[src/rtl/dds_sweep_ctrl.sv]
// Frequency-sweep sequencer for a DDS: steps the phase increment from a start
// word to a stop word, holding each word for a programmable dwell time.
module dds_sweep_ctrl #(
  parameter int PHASE_INC_WIDTH = 16,
  parameter int DWELL_WIDTH     = 16
) (
  input  logic                       clk_i,
  input  logic                       rst_i,
  input  logic                       start_i,
  input  logic                       stop_i,
  input  logic                       mode_i,
  input  logic [PHASE_INC_WIDTH-1:0] f_start_i,
  input  logic [PHASE_INC_WIDTH-1:0] f_stop_i,
  input  logic [PHASE_INC_WIDTH-1:0] f_step_i,
  input  logic [DWELL_WIDTH-1:0]     dwell_i,
  output logic [PHASE_INC_WIDTH-1:0] phase_inc_o,
  output logic                       phase_inc_ena_o,
  output logic                       update_o,
  output logic                       done_o,
  output logic                       err_o,
  output logic                       busy_o
);

  typedef enum logic {IDLE, DWELL} state_t;

  state_t                     state_q, state_d;
  logic [DWELL_WIDTH-1:0]     cnt_q, cnt_d;
  logic [DWELL_WIDTH-1:0]     dwell_q, dwell_d;
  logic [PHASE_INC_WIDTH-1:0] start_q, start_d;
  logic [PHASE_INC_WIDTH-1:0] stop_q, stop_d;
  logic [PHASE_INC_WIDTH-1:0] step_q, step_d;
  logic                       mode_q, mode_d;
  logic [PHASE_INC_WIDTH-1:0] phase_inc_d;
  logic                       ena_d, busy_d, update_d, done_d, err_d;
  logic [PHASE_INC_WIDTH:0]   next_word;

  // Extra MSB keeps the carry so an overflowing step is never taken as a small word.
  function automatic logic [PHASE_INC_WIDTH:0] step_word(
    input logic [PHASE_INC_WIDTH-1:0] cur,
    input logic [PHASE_INC_WIDTH-1:0] inc
  );
    return {1'b0, cur} + {1'b0, inc};
  endfunction

  assign next_word = step_word(phase_inc_o, step_q);

  always_comb begin
    state_d     = state_q;
    cnt_d       = cnt_q;
    dwell_d     = dwell_q;
    start_d     = start_q;
    stop_d      = stop_q;
    step_d      = step_q;
    mode_d      = mode_q;
    phase_inc_d = phase_inc_o;
    ena_d       = phase_inc_ena_o;
    busy_d      = busy_o;
    update_d    = 1'b0;
    done_d      = 1'b0;
    err_d       = 1'b0;
    unique case (state_q)
      IDLE: begin
        if (start_i && !stop_i) begin
          if (f_step_i == '0 || f_start_i > f_stop_i) begin
            err_d = 1'b1;
          end else begin
            start_d     = f_start_i;
            stop_d      = f_stop_i;
            step_d      = f_step_i;
            dwell_d     = dwell_i;
            mode_d      = mode_i;
            phase_inc_d = f_start_i;
            cnt_d       = dwell_i;
            update_d    = 1'b1;
            ena_d       = 1'b1;
            busy_d      = 1'b1;
            state_d     = DWELL;
          end
        end
      end
      DWELL: begin
        if (stop_i) begin
          ena_d   = 1'b0;
          busy_d  = 1'b0;
          state_d = IDLE;
        end else if (cnt_q != '0) begin
          cnt_d = cnt_q - DWELL_WIDTH'(1);
        end else if (!next_word[PHASE_INC_WIDTH] &&
                     next_word[PHASE_INC_WIDTH-1:0] <= stop_q) begin
          phase_inc_d = next_word[PHASE_INC_WIDTH-1:0];
          update_d    = 1'b1;
          cnt_d       = dwell_q;
        end else if (mode_q) begin
          phase_inc_d = start_q;
          update_d    = 1'b1;
          cnt_d       = dwell_q;
        end else begin
          done_d  = 1'b1;
          ena_d   = 1'b0;
          busy_d  = 1'b0;
          state_d = IDLE;
        end
      end
      default: state_d = IDLE;
    endcase
  end

  always_ff @(posedge clk_i or posedge rst_i) begin
    if (rst_i) begin
      state_q         <= IDLE;
      cnt_q           <= '0;
      dwell_q         <= '0;
      start_q         <= '0;
      stop_q          <= '0;
      step_q          <= '0;
      mode_q          <= 1'b0;
      phase_inc_o     <= '0;
      phase_inc_ena_o <= 1'b0;
      busy_o          <= 1'b0;
      update_o        <= 1'b0;
      done_o          <= 1'b0;
      err_o           <= 1'b0;
    end else begin
      state_q         <= state_d;
      cnt_q           <= cnt_d;
      dwell_q         <= dwell_d;
      start_q         <= start_d;
      stop_q          <= stop_d;
      step_q          <= step_d;
      mode_q          <= mode_d;
      phase_inc_o     <= phase_inc_d;
      phase_inc_ena_o <= ena_d;
      busy_o          <= busy_d;
      update_o        <= update_d;
      done_o          <= done_d;
      err_o           <= err_d;
    end
  end

endmodule

[config.mk]
export PLATFORM = sky130hd
export DESIGN_NAME = dds_sweep_ctrl
export DESIGN_NICKNAME = d
export VERILOG_FILES = /design/src/rtl/dds_sweep_ctrl.sv
export SDC_FILE = /design/constraint.sdc
export NUM_CORES = 1
export LEC_CHECK = 0
export BUFFER_PORTS_ARGS = -buffer_cell sky130_fd_sc_hd__buf_2
export CAP_MARGIN = 10
export CORE_MARGIN = 4
export CORE_UTILIZATION = 32
export DETAILED_ROUTE_END_ITERATION = 16
export GPL_TIMING_DRIVEN = 1
export PLACE_DENSITY = 0.52
export SLEW_MARGIN = 10
export SYNTH_ARGS = -nofsm -noshare
export SYNTH_HDL_FRONTEND = slang
export SYNTH_SLANG_ARGS = --single-unit
[constraint.sdc]
create_clock -name clk_i -period 6.7 [get_ports clk_i]
set_input_delay 1.005 -clock clk_i [delete_from_list [all_inputs] [get_ports clk_i]]
set_output_delay 1.005 -clock clk_i [all_outputs]
set_load 0.02 [all_outputs]
-- Word-level counts from Yosys, hierarchy flattened
Index checks and enable logic that the tools add are counted.
- add/sub/neg operators: 2
- order comparisons: 2
- eq/ne operators: 9
- multiplexer cells: 39
- bitwise logic cells: 2
- reduce and logical (&&, ||, !) cells: 11
- operators with widths (operator ; count):
    $mux 16 ; 12
    $pmux 16 s2 ; 2
    $mux 1 ; 22
    $add 16x16->17 ; 1
    $gt 16x16->1 ; 1
    $le 16x16->1 ; 1
    $logic_not 16->1 ; 1
    $reduce_bool 16->1 ; 1
    $sub 16x1->16 const B ; 1
    $reduce_and 5->1 ; 2
    $ne 3x3->1 const B ; 3
    $ne 2x2->1 const B ; 4
    $pmux 1 s2 ; 3
    $ne 4x1->1 const B ; 1
    $reduce_and 4->1 ; 1
    $ne 3x1->1 const B ; 1
    $reduce_and 3->1 ; 1
    $logic_and 1x1->1 ; 2
    $logic_not 1->1 ; 2
    $not 1->1 ; 2
    $logic_or 1x1->1 ; 1
- flip-flop bits (word level): 102
- input port bits: 69
- output and inout bits: 21
- logic and storage cells: 77

-- Longest topological paths before layout
- depth in word-level cells: 7
- depth in mapped cells: 21
- gate-level depth less buffers: 18

-- Worst setup path after synthesis
OpenSTA, ideal clock, no wires.
- kind: flip-flop to flip-flop
- start: reg phase_inc_o[0]
- end: reg phase_inc_o[11]
- setup time: 0.127 ns
- data arrival time: 4.861 ns
- data required time: 6.573 ns
- slack: 1.712 ns
- cell stages (with the launch flop): 19
- path buffers: 1
- period minus slack after synthesis: 4.988 ns
- cells stage by stage: dfrtp_1 ha_1 inv_1 fa_1 nor2b_1 o31ai_1 a21o_1 o21ai_1 nor4_1 a311o_1 ha_1 nand4_1 or4_1 or4_1 a22oi_2 buf_4 mux2_2 mux2_2 mux2_1
- longest elaborated chain between the ends: 7
- elaborated cells between the ends (all ways): 10
- classes of those cells: 1 x add/sub; 1 x order compare; 1 x eq/ne; 4 x mux; 3 x reduce/logical
- ends and longest elaborated chain (element ; RTL line ; source):
    start: declaration ; 16 ; output logic [PHASE_INC_WIDTH-1:0] phase_inc_o,
    start signal: assignment ; 131 ; phase_inc_o <= phase_inc_d;
    $add 16x16->17 (*) ; 42 ; return {1'b0, cur} + {1'b0, inc};
    $le 16x16->1 / $logic_not 1->1 (equally long branches) ; 89, 88 ;
    $logic_and 1x1->1 ; 88 ; end else if (!next_word[PHASE_INC_WIDTH] &&
    $mux 16 ; 88 ;
    $mux 16 ; 86 ; end else if (cnt_q != '0) begin
    $mux 16 ; 82 ; if (stop_i) begin
    $pmux 16 s2 ; 61 ; unique case (state_q)
Every way passes the cells marked *; elsewhere a longest branch is shown, timed or not. The select of a mux whose other input is x is not followed.
A chain may end at the register's enable or synchronous reset.

-- Final worst setup path
- start: reg phase_inc_o[0]
- end: reg cnt_q[14]
- longest elaborated chain between the ends: 7
- elaborated cells between the ends (all ways): 10
- classes of those cells: 1 x add/sub; 1 x order compare; 1 x eq/ne; 4 x mux; 3 x reduce/logical
- ends and longest elaborated chain (element ; RTL line ; source):
    $add 16x16->17 (*) ; 42 ;
    $le 16x16->1 / $logic_not 1->1 (equally long branches) ; 89, 88 ;
    $logic_and 1x1->1 (*) ; 88 ;
    $mux 16 ; 88 ;
    $mux 16 ; 86 ;
    $mux 16 ; 82 ;
    $pmux 16 s2 ; 61 ;
    end signal: assignment ; 125 ; cnt_q <= cnt_d;
    end: declaration ; 27 ; logic [DWELL_WIDTH-1:0] cnt_q, cnt_d;
Marks and branches as above.

==> impl_metrics.py <==
metrics = {
    "yosys": {
        "synth-xor-area-share_pct": 2.602,
        "synth.cell_area_um2": 6396,
        "synth_compound_area_share_pct": 15.08,
        "ys_top_cells_by_area": "dfrtp_1, ha_1, mux2_2, a21oi_1, mux2i_1",
        "yosysTopAreaCell": "dfrtp_1",
        "synth_top_family_by_area": "multiplexers",
        "synthAdderAreaFrac_pct": 10.09,
        "ys.flop_type": "dfrtp_1",
        "avgSynthCellArea_um2": 9.647,
        "ys_seq_elements": 102,
        "yosysSeqAreaShare_pct": 39.91,
        "yosys-mux-area-fraction_pct": 15.69,
        "synth_edf_count": 0,
        "syn_inst": 663,
        "synth_fp_nets": 783,
        "synthArstFlopShare_pct": 100.0,
        "synth_cell_types": 55,
        "synth_simple_gate_area_share_pct": 11.33,
        "synth_top_area_share_pct": 39.91,
        "yosys_warnings": 0,
    },
    "routing": {
        "drtAntennaViolNets": 0,
        "drc_errors": 0,
        "drt_iter0_drc": 355,
        "viasPerCell": 4.964,
        "num_vias": 5004,
        "wirelength_um": 16790,
        "dr.pass1.iters": 5,
        "wire_per_inst_um": 16.66,
    },
    "placement": {
        "routabilityCongestion": 0.8401,
        "port_buffers": 89,
        "dp.cells": 992,
        "dp_hpwl_um": 12610,
        "dp_slack_ns": 1.084,
    },
    "cells_and_area": {
        "fin_cells": 1008,
        "drive_gt1_share_pct": 23.28,
        "area_delta_synth_final_pct": 15.32,
        "diodes": 0,
        "n_fill_cell": 1988,
        "layout.nets": 858,
        "postLayoutCoreUtil_pct": 37.65,
    },
    "clock_tree": {
        "clock_sinks": 102,
        "htree_num_levels": 3,
        "clock_latency_ns": 0.36,
        "post_cts_buffers": 0,
        "clock-root-buffer": "clkbuf_16",
        "clock_path_buffers": 2,
        "postCtsHoldBufs": 0,
        "cts.repair.resized": 0,
        "cts_tree": "yes",
        "clkTransAtPathRegs_ns": 0.07,
        "cts_buffers": 9,
    },
    "power_and_ir_drop": {
        "powerDensity_nw_per_um2": 461.8,
        "p_sw_share_pct": 43.65,
        "finalPower_w": 0.003406,
        "switchingPower_w": 0.001487,
        "leakage_nw": 3.290,
        "ir_drop_v": 0.0001861,
        "seq_power_share_pct": 28.1,
        "combPwrFrac_pct": 56.6,
        "pwr-share-clk_pct": 15.3,
        "p_int_w": 0.001919,
    },
    "sta": {
        "fin_crit_ns": 5.617,
        "worst_clock_skew_ns": 0.009347,
        "setup-tns-final_ns": 0,
        "setup_viol_count_final": 0,
        "worst_pin_slew_ns": 0.9105,
        "slew_headroom_pct": 39.30,
        "final_hold_viol_count": 0,
        "final_critical_path_setup_slack_ns": 1.083,
        "max_freq_mhz": 178.0,
        "fin_crit_sh_pct": 83.84,
        "rsz0062_at_grt": "no",
        "maxSlewViolCount": 0,
    },
    "critical_path": {
        "worst_setup_path_end_kind": "flip-flop",
        "critical_path_arrival_ns": 5.86,
        "cp_max_fo": 16,
        "r2r_end": "cnt_q[14]",
        "worstRegToRegCells": 17,
        "r2r_slack_ns": 1.08,
        "required_ns": 6.94,
        "reg2reg_from": "phase_inc_o[0]",
        "path_class": "reg -> reg",
        "crit_path_start_kind": "flip-flop",
    },
    "die": {
        "die_w_um": 149.4,
        "initial_core_util_pct": 32.65,
        "dieArea_um2": 22310,
        "core_um2": 19590,
        "rows": 51,
        "ios": 90,
        "die_y_um": 149.4,
    },
    "grt": {
        "antenna_found_initial": 0,
        "grt_usage_pct": 15.45,
        "grt_pass1_wl_um": 27100,
        "first_global_vias": 4926,
        "grt_max_degree": 72,
        "grt_overflow": 0,
    },
    "hold_path": {
        "hold_path_class": "reg -> reg",
        "worstHoldStart": "start_q[11]",
        "holdPathStages": 1,
        "min_to": "start_q[11]",
    },
    "flow_run": {
        "drv_cap": 0,
    },
    "run_status": {
        "outcome": "complete, no violations",
    },
}
how the worst max path moves through the flow:
stage,from,to,depth (start not counted)
finish,phase_inc_o[0],cnt_q[14],17
global route,phase_inc_o[0],cnt_q[14],17
CTS,phase_inc_o[0],cnt_q[14],17
detailed placement,phase_inc_o[0],cnt_q[14],17
global placement,phase_inc_o[0],cnt_q[14],17
floorplan,phase_inc_o[0],phase_inc_o[11],18
area by class of cell:
| cell class | instances | area, um^2 | share of cell area [%] |
|---|---|---|---|
| Clock buffer | 13 | 270.3 | 3.664 |
| Clock inverter | 3 | 17.52 | 0.2375 |
| Inverter | 49 | 186.4 | 2.528 |
| Multi-Input combinational cell | 480 | 3518 | 47.70 |
| Sequential cell | 102 | 2554 | 34.62 |
| Tap cell | 265 | 331.6 | 4.495 |
| Timing Repair Buffer | 96 | 498.0 | 6.751 |
state kept, by name, indices dropped and copies added (netlist names), 16 cells and up:
signal and cells:
step_q 16, start_q 16, phase_inc_o 16, dwell_q 16, stop_q 16, cnt_q 16
power groups by stage:
stage	sequential, W	clock [W]	combinational [W]
global placement	0.000966	0	0.00191
detailed placement	0.000968	0	0.00192
global route	0.000985	0.000559	0.00219
CTS	0.000958	0.000538	0.00194
finish	0.000957	0.000521	0.00193
floorplan	0.000995	0	0.00140
synthesized netlist by cell type (6+ instances only):
master      n
dfrtp_1   102
a21oi_1    70
nor2_1     52
mux2_2     51
ha_1       50
inv_1      48
nand2_1    48
o21ai_0    31
mux2i_1    26
clkbuf_1   17
mux2_1     15
nor3_1     12
buf_2      10
xnor2_1    10
nand3_1     9
xor2_1      9
a31oi_1     8
nand4_1     7
nor4_1      6
o211ai_1    6
o21a_1      6
metrics by stage:
step	instance area [um^2]	hold slack [ns]
2_1_floorplan	6396	0.4767
3_3_place_gp	7088	0.4880
3_5_place_dp	7088	0.4949
4_1_cts	7376	0.5110
5_1_grt	7376	0.5217
6_report	7376	0.5060
worst max-delay path, stage by stage, from the launching register on:
cell     delay, ns
dfrtp_1       0.36
ha_1          0.20
inv_1         0.06
fa_1          0.40
nor2b_1       0.16
o31ai_1       0.12
a21o_1        0.18
o21ai_1       0.32
nor4_1        0.09
a311o_1       0.35
ha_1          0.31
nand4_1       0.15
or4_1         0.57
or4_1         0.50
a22oi_2       0.25
or3_1         0.48
and2_1        0.61
mux2_1        0.37
layout by cell type, fill, tap and decap left out, types with 6 or more instances in the layout:
cell type	instances
dfrtp_1	101
buf_2	89
a21oi_1	70
nor2_1	52
mux2_2	51
ha_1	50
nand2_1	48
inv_1	47
o21ai_0	31
mux2i_1	26
mux2_1	15
nor3_1	12
xnor2_1	10
xor2_1	9
nand3_1	9
clkbuf_16	9
a31oi_1	8
nand4_1	7
buf_4	7
o211ai_1	6
nor4_1	6
o21a_1	6
cell families after synthesis:
logic type               after synthesis
AO/OA/AOI/OAI                        160
AND/OR/NAND/NOR                      158
flip-flops                           102
multiplexers                          92
buffers and inverters                 81
adder cells (fa/ha/maj)               51
XOR/XNOR                              19
layer usage:
layer  track usage [%]  wire (um)
met1             24.03       8819
met2             21.49       6974
met3             2.036        637
met4             5.995        362
met5                 0          0
(Power assumes the default switching activity.)
